===== src/rtl/hilo_muldiv_ctrl_pkg.sv =====
// Shared definitions for the HI/LO multiply/divide sequencer:
// operation and state encodings, the default data bus width and small op decoders.
package hilo_muldiv_ctrl_pkg;

    localparam int DATA_BUS = 32;

    typedef enum logic [1:0] {
        OP_MULT  = 2'b00,
        OP_MULTU = 2'b01,
        OP_DIV   = 2'b10,
        OP_DIVU  = 2'b11
    } op_e;

    typedef enum logic [2:0] {
        ST_IDLE = 3'd0,
        ST_MUL  = 3'd1,
        ST_DIV  = 3'd2,
        ST_SIGN = 3'd3,
        ST_DONE = 3'd4
    } state_e;

    typedef enum logic {
        MODE_MUL = 1'b0,
        MODE_DIV = 1'b1
    } step_mode_e;

    function automatic logic op_is_div(input logic [1:0] op_code);
        return op_code[1];
    endfunction

    function automatic logic op_is_signed(input logic [1:0] op_code);
        return ~op_code[0];
    endfunction

endpackage


===== src/rtl/hilo_muldiv_ctrl_if.sv =====
// EX-side request/response bundle of the multiply/divide sequencer.
// The master is the EX stage; the slave is the sequencer.
interface hilo_muldiv_ctrl_if
    import hilo_muldiv_ctrl_pkg::*;
#(
    parameter int DATA_WIDTH = DATA_BUS
);
    logic                  start;
    logic [1:0]            op;
    logic [DATA_WIDTH-1:0] opa;
    logic [DATA_WIDTH-1:0] opb;
    logic                  flush;
    logic                  stall_req;
    logic                  hilo_write_en;
    logic [DATA_WIDTH-1:0] hi_o;
    logic [DATA_WIDTH-1:0] lo_o;

    modport master (
        output start, op, opa, opb, flush,
        input  stall_req, hilo_write_en, hi_o, lo_o
    );

    modport slave (
        input  start, op, opa, opb, flush,
        output stall_req, hilo_write_en, hi_o, lo_o
    );
endinterface


===== src/rtl/hilo_muldiv_ctrl_muldiv_step.sv =====
// One combinational iteration: right-shifting shift-add for multiply, or
// left-shifting restoring subtract for divide, on a {hi, lo} accumulator.
module muldiv_step
    import hilo_muldiv_ctrl_pkg::*;
#(
    parameter int DATA_WIDTH = DATA_BUS
) (
    input  step_mode_e              mode,
    input  logic [2*DATA_WIDTH-1:0] acc,
    input  logic [DATA_WIDTH-1:0]   operand,
    output logic [2*DATA_WIDTH-1:0] acc_next,
    output logic                    q_bit
);
    localparam int W = DATA_WIDTH;

    logic [W:0] sum_s;
    logic [W:0] rem_sh_s;
    logic [W:0] diff_s;

    // Single step; for divide the caller merges q_bit into the freed LSB.
    always_comb begin
        sum_s    = {1'b0, acc[2*W-1:W]} + {1'b0, operand};
        rem_sh_s = acc[2*W-1:W-1];
        diff_s   = rem_sh_s - {1'b0, operand};
        acc_next = '0;
        q_bit    = 1'b0;
        case (mode)
            MODE_MUL: begin
                if (acc[0]) begin
                    acc_next = {sum_s, acc[W-1:1]};
                end else begin
                    acc_next = {1'b0, acc[2*W-1:1]};
                end
            end
            MODE_DIV: begin
                if (rem_sh_s >= {1'b0, operand}) begin
                    acc_next = {diff_s[W-1:0], acc[W-2:0], 1'b0};
                    q_bit    = 1'b1;
                end else begin
                    acc_next = {rem_sh_s[W-1:0], acc[W-2:0], 1'b0};
                    q_bit    = 1'b0;
                end
            end
            default: begin
                acc_next = acc;
                q_bit    = 1'b0;
            end
        endcase
    end

endmodule


===== src/rtl/hilo_muldiv_ctrl.sv =====
// Iterative MULT/MULTU/DIV/DIVU sequencer producing HI/LO write data; stalls
// EX while iterating and pulses hilo_write_en for one cycle with the result.
module hilo_muldiv_ctrl
    import hilo_muldiv_ctrl_pkg::*;
#(
    parameter int DATA_WIDTH = DATA_BUS
) (
    input logic               clk,
    input logic               rst_n,
    hilo_muldiv_ctrl_if.slave bus
);
    localparam int W  = DATA_WIDTH;
    localparam int CW = $clog2(DATA_WIDTH + 1);
    localparam logic [CW-1:0] LAST_STEP = CW'(DATA_WIDTH - 1);

    state_e              state_r;
    state_e              state_nxt_s;
    logic [CW-1:0]       cnt_r;
    logic [2*W-1:0]      acc_r;
    logic [W-1:0]        operand_r;
    op_e                 op_r;
    logic                neg_res_r;
    logic                neg_rem_r;
    logic [W-1:0]        hi_r;
    logic [W-1:0]        lo_r;

    logic                accept_s;
    logic                sign_a_s;
    logic                sign_b_s;
    logic                busy_s;
    step_mode_e          step_mode_s;
    logic [2*W-1:0]      step_acc_s;
    logic                step_q_s;
    logic [2*W-1:0]      fix_s;
    logic [2*W-1:0]      result_s;

    function automatic logic [W-1:0] cneg(input logic [W-1:0] v, input logic neg);
        return neg ? ((~v) + W'(1)) : v;
    endfunction

    function automatic logic [2*W-1:0] cneg2(input logic [2*W-1:0] v, input logic neg);
        return neg ? ((~v) + (2*W)'(1)) : v;
    endfunction

    assign accept_s    = (state_r == ST_IDLE) && bus.start && !bus.flush;
    assign sign_a_s    = op_is_signed(bus.op) & bus.opa[W-1];
    assign sign_b_s    = op_is_signed(bus.op) & bus.opb[W-1];
    assign busy_s      = (state_r == ST_MUL) || (state_r == ST_DIV) || (state_r == ST_SIGN);
    assign step_mode_s = (state_r == ST_DIV) ? MODE_DIV : MODE_MUL;

    muldiv_step #(.DATA_WIDTH(W)) u_step (
        .mode     (step_mode_s),
        .acc      (acc_r),
        .operand  (operand_r),
        .acc_next (step_acc_s),
        .q_bit    (step_q_s)
    );

    // Stall is low in DONE so EX advances in the cycle it receives the result.
    assign bus.stall_req     = !bus.flush && (((state_r == ST_IDLE) && bus.start) || busy_s);
    assign bus.hilo_write_en = (state_r == ST_DONE) && !bus.flush;
    assign bus.hi_o          = hi_r;
    assign bus.lo_o          = lo_r;

    // FSM state register.
    always_ff @(posedge clk or negedge rst_n) begin
        if (!rst_n) begin
            state_r <= ST_IDLE;
        end else begin
            state_r <= state_nxt_s;
        end
    end

    // Next-state logic; flush overrides every transition.
    always_comb begin
        state_nxt_s = state_r;
        case (state_r)
            ST_IDLE: begin
                if (bus.start) begin
                    if (op_is_div(bus.op) && (bus.opb == '0)) begin
                        state_nxt_s = ST_DONE;
                    end else if (op_is_div(bus.op)) begin
                        state_nxt_s = ST_DIV;
                    end else begin
                        state_nxt_s = ST_MUL;
                    end
                end else begin
                    state_nxt_s = ST_IDLE;
                end
            end
            ST_MUL, ST_DIV: begin
                if (cnt_r == LAST_STEP) begin
                    state_nxt_s = ST_SIGN;
                end else begin
                    state_nxt_s = state_r;
                end
            end
            ST_SIGN: state_nxt_s = ST_DONE;
            ST_DONE: state_nxt_s = ST_IDLE;
            default: state_nxt_s = ST_IDLE;
        endcase
        if (bus.flush) begin
            state_nxt_s = ST_IDLE;
        end else begin
            state_nxt_s = state_nxt_s;
        end
    end

    // Operand capture on accept, then one iteration per MUL/DIV cycle.
    always_ff @(posedge clk or negedge rst_n) begin
        if (!rst_n) begin
            cnt_r     <= '0;
            acc_r     <= '0;
            operand_r <= '0;
            op_r      <= OP_MULT;
            neg_res_r <= 1'b0;
            neg_rem_r <= 1'b0;
        end else if (accept_s) begin
            cnt_r     <= '0;
            acc_r     <= {{W{1'b0}}, cneg(bus.opa, sign_a_s)};
            operand_r <= cneg(bus.opb, sign_b_s);
            op_r      <= op_e'(bus.op);
            neg_res_r <= sign_a_s ^ sign_b_s;
            neg_rem_r <= sign_a_s;
        end else if (((state_r == ST_MUL) || (state_r == ST_DIV)) && !bus.flush) begin
            cnt_r <= cnt_r + CW'(1);
            acc_r <= {step_acc_s[2*W-1:1], step_q_s | step_acc_s[0]};
        end
    end

    // Sign fix-up of magnitudes; remainder follows the dividend sign.
    always_comb begin
        fix_s = acc_r;
        if (op_is_div(op_r)) begin
            fix_s = {cneg(acc_r[2*W-1:W], neg_rem_r), cneg(acc_r[W-1:0], neg_res_r)};
        end else begin
            fix_s = cneg2(acc_r, neg_res_r);
        end
        if (state_r == ST_IDLE) begin
            result_s = {bus.opa, {W{1'b1}}};
        end else begin
            result_s = fix_s;
        end
    end

    // HI/LO result registers update only on entry to DONE.
    always_ff @(posedge clk or negedge rst_n) begin
        if (!rst_n) begin
            hi_r <= '0;
            lo_r <= '0;
        end else if (state_nxt_s == ST_DONE) begin
            hi_r <= result_s[2*W-1:W];
            lo_r <= result_s[W-1:0];
        end
    end

endmodule

===== src/flat_wrapper.sv =====
// flat-port wrapper written by rule: the top's interface ports become plain ports
module hilo_muldiv_ctrl_flat import hilo_muldiv_ctrl_pkg::*;
#(
    parameter int DATA_WIDTH = DATA_BUS
)
  (clk, rst_n, bus_start, bus_op, bus_opa, bus_opb, bus_flush, bus_stall_req, bus_hilo_write_en, bus_hi_o, bus_lo_o);
  hilo_muldiv_ctrl_if #(.DATA_WIDTH(DATA_WIDTH)) bus_i ();
  input logic clk;
  input logic rst_n;
  input wire logic [$bits(bus_i.start)-1:0] bus_start;
  input wire logic [$bits(bus_i.op)-1:0] bus_op;
  input wire logic [$bits(bus_i.opa)-1:0] bus_opa;
  input wire logic [$bits(bus_i.opb)-1:0] bus_opb;
  input wire logic [$bits(bus_i.flush)-1:0] bus_flush;
  output wire logic [$bits(bus_i.stall_req)-1:0] bus_stall_req;
  output wire logic [$bits(bus_i.hilo_write_en)-1:0] bus_hilo_write_en;
  output wire logic [$bits(bus_i.hi_o)-1:0] bus_hi_o;
  output wire logic [$bits(bus_i.lo_o)-1:0] bus_lo_o;
  assign bus_i.start = bus_start;
  assign bus_i.op = bus_op;
  assign bus_i.opa = bus_opa;
  assign bus_i.opb = bus_opb;
  assign bus_i.flush = bus_flush;
  assign bus_stall_req = bus_i.stall_req;
  assign bus_hilo_write_en = bus_i.hilo_write_en;
  assign bus_hi_o = bus_i.hi_o;
  assign bus_lo_o = bus_i.lo_o;
  hilo_muldiv_ctrl #(.DATA_WIDTH(DATA_WIDTH)) u_core (.clk(clk), .rst_n(rst_n), .bus(bus_i));
endmodule

===== config.mk =====
export PLATFORM = sky130hd
export DESIGN_NAME = hilo_muldiv_ctrl_flat
export DESIGN_NICKNAME = d
export VERILOG_FILES = /design/src/rtl/hilo_muldiv_ctrl_pkg.sv /design/src/rtl/hilo_muldiv_ctrl_if.sv /design/src/rtl/hilo_muldiv_ctrl_muldiv_step.sv /design/src/rtl/hilo_muldiv_ctrl.sv /design/src/flat_wrapper.sv
export SDC_FILE = /design/constraint.sdc
export NUM_CORES = 1
export LEC_CHECK = 0
export CORE_MARGIN = 5
export CORE_UTILIZATION = 25
export CTS_BUF_LIST = sky130_fd_sc_hd__clkbuf_16
export CTS_CLUSTER_SIZE = 28
export DETAILED_ROUTE_END_ITERATION = 16
export DONT_BUFFER_PORTS = 1
export GPL_TIMING_DRIVEN = 0
export PLACE_DENSITY_LB_ADDON = 0.2
export SKIP_LAST_GASP = 1
export SYNTH_ARGS = -nofsm -noshare
export SYNTH_HDL_FRONTEND = slang
export SYNTH_SLANG_ARGS = --single-unit

===== constraint.sdc =====
create_clock -name clk -period 2.85 [get_ports clk]
set_input_delay 0.1425 -clock clk [delete_from_list [all_inputs] [get_ports clk]]
set_output_delay 0.1425 -clock clk [all_outputs]
set_load 0.02 [all_outputs]

# == Yosys cells after proc, flatten, opt, wreduce, memory -nomap -nowiden ==
# Cells that the tools add are included.
# word_totals
ff_bits,173
latchBits,0
mem_bits_rw,0
romBits,0
in_bits,70
out_inout_bits,66
wordCells,72
mem_count,0
# op_classes
n_addsub,8
multipliers,0
n_div,0
magnitude_cmp,1
n_eq_ne,6
shifts,0
muxes,23
bitwise,11
n_reduce_logical,14
# ops
operator,n
$mux W64,7
$add A32 B1 Y32 const B,4
$mux W32,4
$not A32 Y32,4
$pmux W64 S2,1
$add A64 B1 Y64 const B,1
$not A64 Y64,1
$add A32 B32 Y33,1
$ge A33 B32 Y1,1
$logic_not A32 Y1,1
$sub A32 B32 Y32,1
$mux W3,4
$mux W6,2
$pmux W3 S3,1
$add A6 B1 Y6 const B,1
$eq A3 B2 Y1 const B,2
$eq A3 B3 Y1 const B,2
$eq A6 B5 Y1 const B,1
$logic_and A1 B1 Y1,6
$eq A3 B1 Y1 const B,1
$logic_not A3 Y1,1
$logic_or A1 B1 Y1,3
$mux W1,3
$and A1 B1 Y1,2
other kinds (7),8

# == Logic depth before layout (Yosys ltp) ==
# Gate-level depths: netlist of run 1.
# logic_depth
word_depth,7
mapped_depth,14
mapped_depth_nobuf,13

# == By module ==
# From an unflattened synthesis of run 1, not the netlist that was laid out.
# unflattened
cells_unflattened,1932
hier_area_um2,14958.1
# modules_own_cells
mod,instances,cells_each,area_per_inst_um2,seq_area_each_um2
hilo_muldiv_ctrl,1,1243,10284.9,4304.1
muldiv_step,1,689,4673.2,0.0

# == Least setup slack after synthesis of run 1 ==
# OpenSTA, ideal clock, no wires.
# synth_timing
path_type,register to register
start,reg u_core.operand_r[1]
end,reg u_core.acc_r[63]
setup_time_ns,0.122
arrival_time_ns,2.944
t_required_ns,2.728
setup_slack_ns,-0.215
path_stages_with_launch,14
n_path_buf,2
synth_period_minus_slack_ns,3.065
path_cell_list,dfrtp_1 -> inv_1 -> ha_1 -> nor2b_1 -> o2111ai_1 -> and2_1 -> o31a_1 -> o311a_1 -> o31a_1 -> buf_2 -> buf_2 -> a21oi_1 -> o21ai_0 -> a32o_1
# synth_via
elab_chain_cells,5
word_cells_on_any_way,8
cone_classes,add/sub (2); order compare (1); mux (5)
# synth_lines
element,line,source
"start, declared",hilo_muldiv_ctrl.sv:20,logic [W-1:0] operand_r;
"start signal, assigned",hilo_muldiv_ctrl.sv:121,"operand_r <= cneg(bus.opb, sign_b_s);"
"$sub A32 B32 Y32, or another cell as far along",hilo_muldiv_ctrl_muldiv_step.sv:24,"diff_s = rem_sh_s - {1'b0, operand};"
$mux W64 (on tied branches),"hilo_muldiv_ctrl_muldiv_step.sv:36, hilo_muldiv_ctrl_muldiv_step.sv:29",
$pmux W64 S2 *,hilo_muldiv_ctrl_muldiv_step.sv:27,case (mode)
$mux W64 *,hilo_muldiv_ctrl.sv:125,end else if (((state_r == ST_MUL) || (state_r == ST_DIV)) && !bus.flush) begin
$mux W64 *,hilo_muldiv_ctrl.sv:118,end else if (accept_s) begin
"end signal, assigned",hilo_muldiv_ctrl.sv:120,"acc_r <= {{W{1'b0}}, cneg(bus.opa, sign_a_s)};"
"end signal, assigned",hilo_muldiv_ctrl.sv:127,"acc_r <= {step_acc_s[2*W-1:1], step_q_s | step_acc_s[0]};"
"end, declared",hilo_muldiv_ctrl.sv:19,logic [2*W-1:0] acc_r;
# Mark *: on every way between the ends. The rest lies on a longest branch, timed or not. The select of a mux whose other input is x is not followed.
# A chain may end at the register's enable or synchronous reset.

# == Final worst setup path of run 1 ==
# layout_timing
start,reg u_core.acc_r[35]
end,reg u_core.acc_r[59]
# layout_via
elab_chain_cells,5
word_cells_on_any_way,8
cone_classes,add/sub (2); order compare (1); mux (5)
# layout_lines
element,line
"$sub A32 B32 Y32, or another cell as far along",hilo_muldiv_ctrl_muldiv_step.sv:24
$mux W64 (on tied branches),"hilo_muldiv_ctrl_muldiv_step.sv:36, hilo_muldiv_ctrl_muldiv_step.sv:29"
$pmux W64 S2 *,hilo_muldiv_ctrl_muldiv_step.sv:27
$mux W64 *,hilo_muldiv_ctrl.sv:125
$mux W64 *,hilo_muldiv_ctrl.sv:118
# Marks and branches as above.

==> results of run 1 <==
-- worst min-delay path by stage --
stage / start / cells after the start / to / slack, ns
4_1_cts: rst_n / 0 / u_core.operand_r[2] / -0.66
2_1_floorplan: rst_n / 0 / u_core.acc_r[0] / -0.15
3_5_place_dp: rst_n / 0 / u_core.bus.lo_o[31] / -0.14
6_report: rst_n / 0 / u_core.bus.lo_o[31] / -0.64
3_3_place_gp: rst_n / 0 / u_core.bus.hi_o[1] / -0.13
5_1_grt: rst_n / 0 / u_core.acc_r[33] / -0.66
-- layout make-up --
type | count | area, µm² | share of cell area, %
Sequential cell | 172 | 4334 | 23.06
Tap cell | 765 | 957.2 | 5.093
Multi-Input combinational cell | 1527 | 10590 | 56.37
Timing Repair Buffer | 157 | 1454 | 7.736
Buffer | 116 | 641.9 | 3.415
Inverter | 57 | 231.5 | 1.232
Clock buffer | 17 | 425.4 | 2.264
Clock inverter | 15 | 155.1 | 0.8256
-- logic make-up after synthesis --
logic type | count (synthesis)
AO/OA/AOI/OAI | 608
adder cells (fa/ha/maj) | 71
flip-flops | 172
multiplexers | 29
AND/OR/NAND/NOR | 644
XOR/XNOR | 175
buffers and inverters | 189
-- per-layer routing --
metal  part of all wire (%)  vias to the layer above  track usage [%]
met2                     44                      647            32.96
met1                     44                     7555            28.14
met3                    7.7                      119            4.589
met5                  0.019                        -                0
met4                    3.6                        2            6.963
li1                       -                     7162                -
-- through the flow --
stage / std cells / hold WS, ns
2_1_floorplan: 1888 / -0.1531
3_3_place_gp: 2653 / -0.1349
3_5_place_dp: 2653 / -0.1355
4_1_cts: 2807 / -0.6649
5_1_grt: 2826 / -0.6621
6_report: 2826 / -0.6388
-- Yosys cell counts, types with 22 or more instances --
cell type    n  area share, %
inv_1       55            1.4
clkbuf_1   110            2.8
o21ai_0    151            5.2
nor3_1      48            1.6
nand3_1     45            1.5
a21o_1      35            1.8
dfrtp_1    172             29
a211oi_1    26            1.3
mux2i_1     24            1.6
nor2_1     167            4.3
a31oi_1     44            1.9
xnor2_1     76            4.5
nand4_1     22           0.94
ha_1        69            5.9
nand2_1    224            5.7
xor2_1      99            5.9
o31ai_1     28            1.4
o211ai_1    49            2.5
a21oi_1    157            5.4
-- registers in the layout, indices dropped and copies added (netlist names) --
signal	cells
u_core.neg_rem_r	1
u_core.state_r	3
u_core.bus.lo_o	32
u_core.cnt_r	6
u_core.operand_r	32
u_core.neg_res_r	1
u_core.bus.hi_o	32
u_core.acc_r	64
u_core.op_r	1
-- what timing repair did --
item / in CTS / in global routing
pin swaps: 68 / 64
gates cloned: 5 / 0
setup buffers: 46 / 32
setup endpoints to repair: 170 / 131
gates resized for setup: 184 / 136
endpoints found under the hold margin: 268 / 172
-- worst max-delay path, delay by kind of cell, from the launching register on --
kind                       cells  cell delay (ns)
DFF                            1             0.47
AOI/OAI and AO/OA              8             1.68
and+or+nand+nor                1             0.17
buffers and inverters          2             0.33
adders and majority gates      1             0.33
-- power groups by stage --
stage | clock, W | combinational (W) | sequential [W]
after floorplan | 0 | 0.00580 | 0.00422
after global placement | 0 | 0.00789 | 0.00472
after detailed placement | 0 | 0.00790 | 0.00473
after CTS | 0.00252 | 0.00935 | 0.00472
after global routing | 0.00262 | 0.0111 | 0.00482
final | 0.00251 | 0.0103 | 0.00473
==> run metrics, run 1 <==
Yosys warning count 0; # IOs 136; Area after DPL 0.01565 mm²; crit path cell chain ha_4 > a21o_1 > a31oi_1 > and2_4 > o31a_1 > o311a_4 > o31a_1 > buf_6 > buf_12 > a21oi_2 > o21ai_1 > a32o_1; Synth Area in XOR/XNOR 10.46%; HPWL after DPL 50760 µm; global router's overall resource usage 20.78%; Worst R2R End u_core.acc_r[59]; clk_lat worst skew 0.50 ns; Clock transition at path regs 0.09 ns; Pwr Density 933.6 mW/mm²; status complete, but fails checks; detailed-route wire length 68530 µm; pre-CTS WS -1.205 ns; Die H 252.1 µm; cts bufs inserted 17; root buf cell clkbuf_16; share of layout cells above drive strength 1 17.76%; Synth Register Bits 172; overall power 0.01754 W; combinational family with the most area after synthesis compound AO/OA/AOI/OAI gates; CP startpoint kind register; number of antenna diodes 0; fill count 6284; CTS max path bufs 2; H-tree depth 4; drt wl/cell 24.25 µm; Layout area overhead 28.26%; CP Data Arrival Time 3.50 ns; register area share after synthesis 29.37%; switching share of power 50.06%; internal power 0.008762 W; largest net degree at the start of global routing 173; final core occ 32.45%; CP required 3.23 ns; post-synthesis area per instance 7.761 µm²; critical path type reg2reg; die width 252.1 µm; Residual DRC 0; slowest CP cell dfrtp_2; final slew viol count 0; RSZ-0062 raised after global routing true; clock network power share 14.3%; Worst setup EP type register; clk sinks 172; Clock Skew 0.02255 ns; hold crit path type in2async; Finished Cell Area 0.01879 mm²; max_slew headroom 18.19%; fin worst setup slack -0.2741 ns; PortBufs 0; Flop pwr share 26.9%; synth unique cells 76; failing checks hold timing, setup timing; hold_ws -0.6388 ns; FP Rows 88; Vias 15485; worst stage delay on the critical path 0.47 ns; gr ovfl total 0; Synth Flop Type dfrtp_1; Mapped Area 0.01465 mm²; nets 2189; Crit. Startpoint u_core.acc_r[35]; net switching power 0.008782 W; Via density 5.479; Die ar. 0.06355 mm²; CP Max Fanout 7; R2R Path Start u_core.acc_r[35]; most common cell after layout, fill and taps aside nand2_1; Reg2Reg Depth 12; vias in the first global route 14985; DRT iter0 DRCs 1360; Setup crit end u_core.acc_r[59]; Max-cap violations 0; Pre-antenna DRT Iters 5; number of synthesized flops with an enable pin 0; Peak VDD IR 0.0005511 V; Comb pwr share 58.8%; max frequency 0.3201 GHz; Tmin final 3.124 ns; Core ar. 0.05792 mm²; initial core utilization 25.30%; reg2reg setup slack -0.27 ns; first-pass GRT wire length 100000 µm; multiplexer share of the synthesized area 2.024%; Post-Synthesis Cells 1888; Tcrit/Tclk final 109.6%; CTS tree done; initial antenna violation count 2; ANT nets after route 0; Post-synth ARST share 100.0%; Final TNS setup -6.519 ns; CTS Hold Bufs 75; Setup-failing EPs final 35; Synth Area in Compound Gates 26.47%; adder and majority gate portion of the synthesized area 6.165%; most frequent CP cell o31a_1; Fin. Hold Viols 173; commonest non-fill, non-tap cells in the layout 218 x nand2_1, 153 x nor2_1, 148 x dfrtp_1; GPL Wtd Cong 0.9758; actual slew at the worst max-slew pin 1.210 ns; Simple-Gate Fraction of Synth Area 20.56%; leakage power 7.736 nW; Net Count, Synth 2029
(Power assumes the default switching activity.)
==> inputs of run 2 (changes only) <==
Settings changed: CORE_ASPECT_RATIO from default to 1.5.
==> run 2 against run 1 <==
Compared with the run above: flip-flop and latch count did not move; sequential power barely moved; sequential share of layout area rose by 0.17 points; largest cell class unchanged; first-iteration DRC count fell by 18%; register-to-register slack got worse by 0.05 ns; critical endpoint is now u_core.acc_r[35]; critical path depth rose by 1; combinational power barely moved; utilization fell by 0.33 points; setup slack got worse by 0.052 ns; the flow still finishes with violations (hold timing, setup timing); maximum frequency fell by 1.6%; die area rose by 0.16%; global-route usage rose by 1.1 points.
==> run metrics, run 2 (synthesis gave the netlist of run 1 again) <==
PortBufs 0; CP Max Fanout 8; Vias 15622; root buf cell clkbuf_16; max FFs per register 64; Top delay family on crit path compound AO/OA/AOI/OAI gates; largest register by flop count u_core.acc_r; # IOs 136; Clock transition at path regs 0.08 ns; gr ovfl total 0; max frequency 0.3149 GHz; CTS max path bufs 2; share of layout cells above drive strength 1 16.98%; DRT iter0 DRCs 1115; hold_ws -0.6374 ns; CTS Hold Bufs 69; fin worst setup slack -0.3257 ns; Die H 306.5 µm; final core occ 32.12%; Buf/Inv on CP 4; hold crit path type in2async; most common cell after layout, fill and taps aside nand2_1; vias in the first global route 15795; H-tree depth 4; drt wl/cell 25.66 µm; area of the multi-input gates 0.01053 mm²; Worst setup EP type register; commonest non-fill, non-tap cells in the layout 217 x nand2_1, 155 x dfrtp_1, 154 x nor2_1; Finished Cell Area 0.01862 mm²; RSZ-0062 raised after global routing true; largest net degree at the start of global routing 173; Area after DPL 0.01567 mm²; flip-flop and latch area 0.004325 mm²; CTS tree done; most frequent CP cell o31a_1; max_slew headroom 15.95%; Fin. Hold Viols 177; Max-cap violations 0; Pwr Density 936.1 mW/mm²; Clock Skew 0.01174 ns; Crit. Startpoint u_core.operand_r[1]; Tcrit/Tclk final 111.4%; nets 2178; Setup-failing EPs final 38; initial core utilization 25.28%; GPL Wtd Cong 0.9605; global router's overall resource usage 21.89%; CP startpoint kind register; detailed-route wire length 72360 µm; clk sinks 172; R2R Path Start u_core.operand_r[1]; number of antenna diodes 0; CP Data Arrival Time 3.53 ns; clk_lat worst skew 0.47 ns; Peak VDD IR 0.0004073 V; final slew viol count 0; failing checks hold timing, setup timing; pre-CTS WS -1.124 ns; critical path type reg2reg; leakage power 7.688 nW; Residual DRC 0; CP required 3.20 ns; first-pass GRT wire length 105400 µm; die width 207.7 µm; cts bufs inserted 17; HPWL after DPL 55050 µm; fill count 6177; Via density 5.540; ANT nets after route 0; actual slew at the worst max-slew pin 1.243 ns; Die ar. 0.06365 mm²; crit path cell chain inv_2 > ha_4 > nor2b_4 > o2111ai_4 > and2_4 > o31a_1 > o311a_4 > o31a_1 > buf_6 > buf_4 > clkbuf_16 > a211oi_2 > o21ai_1; status complete, but fails checks; initial antenna violation count 0; Tmin final 3.176 ns; Pre-antenna DRT Iters 5; slowest CP cell dfrtp_1; Layout area overhead 27.07%; Core ar. 0.05797 mm²; FP Rows 108; worst stage delay on the critical path 0.41 ns
[run 2: timing repair]
item / in CTS / in global routing
setup buffers: 44 / 31
setup endpoints to repair: 139 / 126
resized for setup: 162 / 131
endpoints found under the hold margin: 264 / 172
pin swaps: 46 / 73
cloned: 5 / 0
[run 2: worst paths after layout]
kind | end | slack, ns | cells past startpoint
setup / recovery | u_core.acc_r[35] | -0.33 | 13
hold / removal | u_core.bus.lo_o[6] | -0.64 | 0
setup reg to reg | u_core.acc_r[35] | -0.33 | 13
hold reg to reg | u_core.operand_r[12] | 0.52 | 2
max in group asynchronous | u_core.operand_r[13] | 3.11 | 0
min in group clk | u_core.acc_r[30] | -0.03 | 3
[run 2: cell type report]
type | instances | share of cell area (%)
Clock inverter | 15 | 0.9744
Clock buffer | 17 | 2.285
Buffer | 115 | 3.266
Timing Repair Buffer | 147 | 7.318
Tap cell | 770 | 5.174
Sequential cell | 172 | 23.23
Inverter | 57 | 1.210
Multi-Input combinational cell | 1527 | 56.54
[run 2: stage by stage]
stage               std cells  setup TNS [ns]  power (W)
finish                   2820          -9.337    0.01743
global route             2820          -11.68    0.01839
CTS                      2805          -12.16    0.01677
detailed placement       2659          -82.16    0.01282
global placement         2658         -235.09    0.01280
floorplan                1888       -0.007801    0.01001
[run 2: layer usage]
layer / GRT usage (%) / wire length [µm] / vias up
li1: - / - / 7133
met1: 23.93 / 26530 / 7671
met2: 40.37 / 37100 / 622
met3: 2.692 / 3585 / 196
met4: 13.24 / 5139 / 0
met5: 0 / 0 / -
[run 2: where the power goes]
group	switching (W)	internal, W	leakage, nW
Sequential	0.00154	0.00318	2.15
Clock	0.00123	0.00133	0.292
Combinational	0.00599	0.00415	5.25
Total	0.00877	0.00866	7.69
==> inputs of run 3 (changes only) <==
Settings changed: ABC_AREA from default to 1, REMOVE_ABC_BUFFERS from default to 1.
==> run 3 against run 2 <==
Compared with the run above: the run ends with hold timing left; sequential power shrank 14%; combinational power fell by 26%; clock power shrank 2%; final cell count grew 43%; non-clock buffer count down 164; utilization down 3.4 points; maximum frequency grew 14%; sequential share of layout area is 2.0 points lower; setup slack gained 0.40 ns; largest power group unchanged; highest routed layer unchanged.
==> run metrics, run 3 <==
status complete, but fails checks; failing checks hold timing; Die H 337.3 µm; vias in the first global route 19550; CP Max Fanout 13; clk_lat worst skew 0.52 ns; Via density 4.917; CTS Hold Bufs 76; gr ovfl total 0; met2 wire len 43690 µm; Flop pwr share 28.9%; reg2reg setup slack 0.07 ns; largest net degree at the start of global routing 173; Synth Area in Compound Gates 12.54%; synth unique cells 52; internal power 0.006569 W; max_slew headroom 22.99%; met3 wire len 2942 µm; Clock transition at path regs 0.09 ns; H-tree depth 4; Post-synth ARST share 100.0%; HPWL after DPL 63360 µm; Pre-antenna DRT Iters 6; fill count 8297; CP Data Arrival Time 3.16 ns; flip-flop and latch area 0.004332 mm²; synth cell count leaders 1127 x nand2_1, 419 x inv_1, 272 x nor2_1; clock network power share 17.8%; PortBufs 0; top post-synthesis cells by area dfrtp_1 24%, nand2_1 24%, inv_1 8.8%, nand3_1 7.5%, nor2_1 5.7%; root buf cell clkbuf_16; most common cell after layout, fill and taps aside nand2_1; first-pass GRT wire length 121800 µm; Pwr Density 689.3 mW/mm²; Vias 19864; Metal-1 WL 31630 µm; post-synthesis area per instance 5.783 µm²; Tcrit/Tclk final 97.42%; max FFs per register 64; Setup-failing EPs final 0; CP required 3.23 ns; critical path type reg2reg; Mapped Area 0.01785 mm²; global router's overall resource usage 20.95%; Synth Area in XOR/XNOR 2.894%; Core ar. 0.07117 mm²; Worst R2R End u_core.acc_r[32]; number of synthesized flops with an enable pin 0; FP Rows 120; Worst setup EP type register; die width 228.2 µm; Simple-Gate Fraction of Synth Area 43.78%; clk sinks 172; Post-Synthesis Cells 3087; Die ar. 0.07697 mm²; Synth Flop Type dfrtp_1; Yosys warning count 0; top-count cell post-synth nand2_1; Clock Skew 0.01700 ns; Peak VDD IR 0.0005291 V; number of antenna diodes 0; commonest non-fill, non-tap cells in the layout 1124 x nand2_1, 417 x inv_1, 266 x nand3_1; R2R Path Start u_core.acc_r[53]; adder and majority gate portion of the synthesized area 5.060%; ANT nets after route 0; Reg2Reg Depth 14; Fin. Hold Viols 172; largest register by flop count u_core.acc_r; area leader, netlist dfrtp_1; drt wl/cell 20.62 µm; share of the synthesized area in the top cell type 24.11%; RSZ-0062 raised after global routing true; GPL Wtd Cong 0.9427; net switching power 0.007514 W; cts bufs inserted 17; Comb pwr share 53.3%; combinational family with the most area after synthesis simple AND/OR/NAND/NOR gates; final slew viol count 0; max frequency 0.3602 GHz; Max-cap violations 0; initial core utilization 25.09%; hold crit path type in2async; CP startpoint kind register; register area share after synthesis 24.11%; DRT iter0 DRCs 1373; initial antenna violation count 0; multiplexer share of the synthesized area 0%; leakage power 10.27 nW; Synth Register Bits 172; nets 3253; Setup crit end u_core.acc_r[32]; Residual DRC 0; share of layout cells above drive strength 1 5.312%; top routing layer used met4; CTS tree done; Crit. Startpoint u_core.acc_r[53]; hold_ws -0.6916 ns; # IOs 136; Layout area overhead 14.44%; detailed-route wire length 83320 µm; CTS max path bufs 2; actual slew at the worst max-slew pin 1.155 ns; final core occ 28.71%; switching share of power 53.36%; area of the multi-input gates 0.01163 mm²; Tmin final 2.777 ns
run 3: cell types whose count changed after synthesis, moves of 31 or more:
cell and change:
a21o_1 -33, clkbuf_1 -52, inv_1 +364, nand2_1 +903, nand3_1 +222, nand4_1 +31
nor2_1 +105, xnor2_1 -61, xor2_1 -55
run 3: worst max-delay path: stages, from the launching register on:
cell	delay, ns
dfrtp_1	0.64
ha_1	0.39
nand2_1	0.10
nand2_1	0.08
nand2_1	0.07
nand2_1	0.08
a21oi_2	0.15
nor2_2	0.08
nor2_8	0.27
nand2_8	0.19
nor2_4	0.19
buf_2	0.20
nand2_1	0.06
nand3_1	0.07
o21ai_0	0.07
run 3: area by class of cell:
| type | instances | area share, % |
|---|---|---|
| tap | 915 | 5.603 |
| inverter | 432 | 8.243 |
| sequential | 172 | 21.20 |
| clock buffer | 17 | 2.082 |
| timing repair buffer | 98 | 5.181 |
| clock inverter | 15 | 0.7532 |
| multi-input combinational | 2391 | 56.94 |
run 3: metrics by stage:
stage / std cells / cell area (µm²) / TNS, ns / total power, W / setup WS (ns)
floorplan: 2992 / 17400 / -53.01 / 0.008803 / -1.044
global placement: 3907 / 18550 / -411.12 / 0.01121 / -4.158
detailed placement: 3915 / 18750 / -136.45 / 0.01126 / -1.578
CTS: 4028 / 20230 / 0 / 0.01404 / 0.003668
global route: 4040 / 20430 / -0.05411 / 0.01520 / -0.02213
finish: 4040 / 20430 / 0 / 0.01408 / 0.07341
run 3: repair_timing:
action	in CTS	in global routing
pin swaps	2	7
endpoints found under the setup margin	130	66
hold endpoints to repair	263	172
setup buffers	4	10
cloned	1	2
gates resized for setup	27	33
run 3: worst min-delay path by stage:
stage,startpoint,slack (ns),end
floorplan,rst_n,-0.15,u_core.acc_r[0]
global placement,rst_n,-0.14,u_core.bus.lo_o[5]
detailed placement,rst_n,-0.15,u_core.bus.lo_o[7]
CTS,rst_n,-0.72,u_core.bus.lo_o[7]
global route,rst_n,-0.72,u_core.bus.hi_o[6]
finish,rst_n,-0.69,u_core.bus.lo_o[7]
run 3: kinds of logic (layout without fill, tap and decap cells):
family | after synthesis | in the layout
AOI/OAI and AO/OA | 405 | 405
xor gates and xnor gates | 59 | 59
adders and majority gates | 71 | 71
buffers and inverters | 527 | 562
DFF | 172 | 172
and+or+nand+nor | 1853 | 1856
run 3: power groups by stage:
stage / Sequential [W] / Combinational [W] / Clock (W)
floorplan: 0.00374 / 0.00506 / 0
global placement: 0.00416 / 0.00705 / 0
detailed placement: 0.00413 / 0.00713 / 0
global route: 0.00414 / 0.00838 / 0.00267
finish: 0.00407 / 0.00751 / 0.00251
CTS: 0.00405 / 0.00739 / 0.00260
run 3: routing by layer:
metal / global-route usage (%) / vias up
met5: 0 / -
met4: 11.68 / 0
met3: 2.394 / 172
met2: 39.91 / 520
met1: 22.45 / 9264
li1: - / 9908
